==> src/rtl/param_mem_controller.sv <==
// Command-queued single-port memory controller: writes and reads are buffered in a
// circular FIFO and executed in order by a three-state IDLE/EXEC/RESP sequencer.
module param_mem_controller #(
    parameter int DATA_WIDTH = 8,
    parameter int ADDR_WIDTH = 8,
    parameter int FIFO_DEPTH = 16
) (
    input  logic                          clk_mem,
    input  logic                          reset,
    input  logic                          cmd_valid,
    output logic                          cmd_ready,
    input  logic                          cmd_we,
    input  logic [ADDR_WIDTH-1:0]         cmd_addr,
    input  logic [DATA_WIDTH-1:0]         cmd_wdata,
    output logic                          rsp_valid,
    input  logic                          rsp_ready,
    output logic [DATA_WIDTH-1:0]         rsp_data,
    output logic                          full,
    output logic                          empty,
    output logic [$clog2(FIFO_DEPTH):0]   count
);
    localparam int PW = $clog2(FIFO_DEPTH);
    localparam int CW = PW + 1;
    localparam int EW = 1 + ADDR_WIDTH + DATA_WIDTH;

    typedef enum logic [1:0] {IDLE, EXEC, RESP} state_t;

    state_t                  state;
    logic [EW-1:0]           fifo [FIFO_DEPTH];
    logic [PW-1:0]           wr_ptr, rd_ptr;
    logic                    ex_we;
    logic [ADDR_WIDTH-1:0]   ex_addr;
    logic [DATA_WIDTH-1:0]   ex_wdata;
    logic [DATA_WIDTH-1:0]   mem [1 << ADDR_WIDTH];
    logic                    push, pop;

    assign full      = (count == CW'(FIFO_DEPTH));
    assign empty     = (count == '0);
    assign cmd_ready = !full;
    assign push      = cmd_valid && !full;
    assign pop       = (state == IDLE) && !empty;

    // Power-of-two depth lets the pointers wrap by natural overflow.
    always_ff @(posedge clk_mem or posedge reset) begin
        if (reset) begin
            wr_ptr <= '0;
            for (int i = 0; i < FIFO_DEPTH; i++) fifo[i] <= '0;
        end else if (push) begin
            fifo[wr_ptr] <= {cmd_we, cmd_addr, cmd_wdata};
            wr_ptr       <= wr_ptr + PW'(1);
        end
    end

    always_ff @(posedge clk_mem or posedge reset) begin
        if (reset)
            count <= '0;
        else if (push && !pop)
            count <= count + CW'(1);
        else if (pop && !push)
            count <= count - CW'(1);
    end

    always_ff @(posedge clk_mem or posedge reset) begin
        if (reset) begin
            state     <= IDLE;
            rd_ptr    <= '0;
            ex_we     <= 1'b0;
            ex_addr   <= '0;
            ex_wdata  <= '0;
            rsp_valid <= 1'b0;
            rsp_data  <= '0;
        end else begin
            case (state)
                IDLE: if (pop) begin
                    {ex_we, ex_addr, ex_wdata} <= fifo[rd_ptr];
                    rd_ptr <= rd_ptr + PW'(1);
                    state  <= EXEC;
                end
                EXEC: if (ex_we) begin
                    state <= IDLE;
                end else begin
                    rsp_data  <= mem[ex_addr];
                    rsp_valid <= 1'b1;
                    state     <= RESP;
                end
                RESP: if (rsp_ready) begin
                    rsp_valid <= 1'b0;
                    state     <= IDLE;
                end
                default: state <= IDLE;
            endcase
        end
    end

    // Storage survives reset by design, so this array has no reset term.
    always_ff @(posedge clk_mem) begin
        if (state == EXEC && ex_we) mem[ex_addr] <= ex_wdata;
    end
endmodule

==> config.mk <==
export PLATFORM = sky130hd
export DESIGN_NAME = param_mem_controller
export DESIGN_NICKNAME = d
export VERILOG_FILES = /design/src/rtl/param_mem_controller.sv
export SDC_FILE = /design/constraint.sdc
export NUM_CORES = 2
export LEC_CHECK = 0
export ABC_AREA = 1
export ABC_CLOCK_PERIOD_IN_PS = 18500
export BUFFER_PORTS_ARGS = -buffer_cell sky130_fd_sc_hd__buf_4
export CORE_MARGIN = 1
export CORE_UTILIZATION = 40
export DETAILED_ROUTE_END_ITERATION = 6
export HOLD_SLACK_MARGIN = 0.12
export MAX_ROUTING_LAYER = met4
export REMOVE_ABC_BUFFERS = 1
export SYNTH_ARGS = -nofsm -noshare
export SYNTH_HDL_FRONTEND = slang
export SYNTH_SLANG_ARGS = --single-unit
export TNS_END_PERCENT = 5
==> constraint.sdc <==
create_clock -name clk_mem -period 18.5 [get_ports clk_mem]
set_clock_uncertainty 0.05 [all_clocks]
set_input_delay 1.85 -clock clk_mem [delete_from_list [all_inputs] [get_ports clk_mem]]
set_output_delay 1.85 -clock clk_mem [all_outputs]
set_load 0.005 [all_outputs]
==> out/metrics.yaml <==
regArea_um2: 69400
first_pass_iters: 7
cp-start-kind: "register"
outcome: "finished clean"
io_buffer_count: 37
syn_avg_cell_area_um2: 10.6
grt_usage_pct: 23.3
grt_antenna_before_repair: 5
cts_buffers: 232
overflow: 0
synth_cell_type_count: 31
drive_above_1_share_pct: 5.86
worstPathRequired_ns: 19.27
cts_num_sinks: 2361
arrival_ns: 5.88
fmax_ghz: 0.195
start_util_pct: 40.4
mostFrequentLayoutCells: "nand2_1, edfxtp_1, nor2_1, o21ai_0, nand3_1"
gp_congestion: 0.887
drt-vias-per-instance: 5.34
vdd_drop_max_mv: 0.169
rsz0062_at_grt: "no"
drtIter0Drc: 7156
tns_ns: 0
dp_cells: 12000
synth_area_um2: 97400
num_io_pins: 38
first_global_vias: 64000
num_vias: 66500
path_max_fanout: 100
slew_violations: 0
die_w_um: 496
power_density_nw_per_um2: 169
async_flop_share_pct: 13.3
worstSkewPairLatency_ns: 0.90
multi_input_area_um2: 25500
criticalPathCategory: "register to register"
htreeDepth: 4
drc_errors: 0
avgRoutedWirePerCell_um: 22.5
clkTransAtPathRegs_ns: 0.06
setup_viol: 0
root_buffer: "clkbuf_16"
cts_setup_buffers: 0
drv_cap: 0
p_leak_uw: 0.0415
holdBufCountCts: 0
rows: 180
final_common_cell: "nand2_1"
worstMarginPinSlew_ns: 1.30
syn2layout_area_growth_pct: 11.0
hold_viol: 0
core-area_um2: 241000
synth-seq-cells: 2361
maxSlewHeadroom_pct: 13.3
dpl.hpwl_um: 153000
nets: 9094
hold_path.class: "register to register"
synthCells: 9212
grt_pass1_wl_um: 417000
die_area_um2: 246000
yosys_warnings: 0
end_kind: "register"
cts.path.max_buffers: 3
grt_max_degree: 194
post_cts_resized: 0
ant_nets: 0
synth-main-ff-cell: "edfxtp_1"
cts_tree: "yes"
min_period_over_period_pct: 27.7
fillCellCount: 22300
finalWirelength_um: 280000
final_cells: 12500
synth_seq_area_share_pct: 71.1
fp.dieH_um: 496
synth_edf_count: 2048
period_needed_ns: 5.12
[report_power, final]
group | leakage [µW] | internal [µW] | switching, µW
logic | 0.0155 | 1450 | 4730
registers | 0.0223 | 6850 | 453
clock network | 0.00375 | 2690 | 2080
total | 0.0415 | 11000 | 7260
[state kept, by name, indices dropped and copies added (netlist names)]
register   cells
rsp_valid      1
state          2
ex_addr        8
rsp_data       8
wr_ptr         4
fifo         272
rd_ptr         4
ex_wdata       8
ex_we          1
mem         2048
count          5
[kinds of logic (layout without fill, tap and decap cells)]
family	after synthesis	after routing	synth area share (%)
compound gates	648	648	3.62
xor+xnor	8	8	0.0719
buf+inv	637	691	2.80
fa+ha+maj	11	11	0.149
flops	2361	2361	71.1
other cells	0	3	0
simple gates	5547	5547	22.2
[synth_stat cells (2+ instances only)]
master | n | area [µm²]
buf_4 | 8 | 60.1
a31oi_1 | 19 | 119
nor4_1 | 2 | 12.5
inv_1 | 84 | 315
xor2_1 | 7 | 61.3
nor2_1 | 769 | 2890
ha_1 | 10 | 125
dfrtp_1 | 313 | 7830
clkbuf_1 | 248 | 931
o211ai_1 | 30 | 225
o21ai_0 | 472 | 2360
inv_2 | 3 | 11.3
o22ai_1 | 30 | 188
buf_1 | 53 | 199
or2_2 | 10 | 62.6
clkinv_1 | 4 | 15.0
nand3_1 | 348 | 1740
nand2_1 | 4270 | 16000
buf_2 | 236 | 1180
edfxtp_1 | 2048 | 61500
a21oi_1 | 57 | 285
o221ai_1 | 38 | 333
nand4_1 | 144 | 901
nor3_1 | 2 | 10.0
[per-layer routing]
metal  global-route usage [%]  share of wire [%]  up-vias
met5                        -                  0        -
met4                     7.69                3.3        0
met3                     3.36                7.9      440
met2                     36.7                 47     2891
met1                     31.0                 42    32600
li1                         -                  -    30600
[final cells by class]
type,count,share of cell area [%]
sequential,2361,64.1
timing repair buffer,162,1.18
clock inverter,135,1.27
inverter,91,0.341
tap,3185,3.68
multi-input combinational,6214,23.5
clock buffer,303,5.84
antenna,3,0.00694
[final timing paths]
| check | from | to | slack [ns] | depth (start not counted) |
|---|---|---|---|---|
| setup / recovery | ex_addr[1] | rsp_data[1] | 13.38 | 17 |
| hold / removal | fifo[98] | fifo[98] | 0.43 | 2 |
| setup reg to reg | ex_addr[1] | rsp_data[1] | 13.38 | 17 |
| hold reg to reg | fifo[98] | fifo[98] | 0.43 | 2 |
| max in group asynchronous | reset | ex_wdata[7] | 15.71 | 3 |
| min in group asynchronous | reset | count[1] | 1.07 | 2 |
[critical path, cell delays in order, from the launching register on]
cell	delay (ns)
dfrtp_4	0.70
buf_4	0.49
nor2_4	0.25
buf_12	0.45
buf_4	0.96
buf_4	0.77
nand2_1	0.12
nand4_1	0.12
nand2_1	0.06
nand2_1	0.12
nor2_1	0.04
nor2_1	0.21
nor2_1	0.08
nand2_1	0.07
nand2_1	0.05
nand2_1	0.15
nor2_1	0.07
nor2_1	0.10
[metrics by stage]
| stage | hold WS (ns) | power (µW) | util [%] | setup slack [ns] | cell area (µm²) |
|---|---|---|---|---|---|
| finish | 0.428 | 18200 | 44.8 | 13.38 | 108000 |
| global route | 0.439 | 19100 | 44.8 | 13.16 | 108000 |
| CTS | 0.433 | 18300 | 44.8 | 13.43 | 108000 |
| detailed placement | 0.417 | 13500 | 41.6 | 13.47 | 100000 |
| global placement | 0.411 | 13500 | 41.6 | 13.51 | 100000 |
| floorplan | 0.398 | 12000 | - | -21.85 | 95100 |
Note: power is estimated with default switching activity, not from simulation.
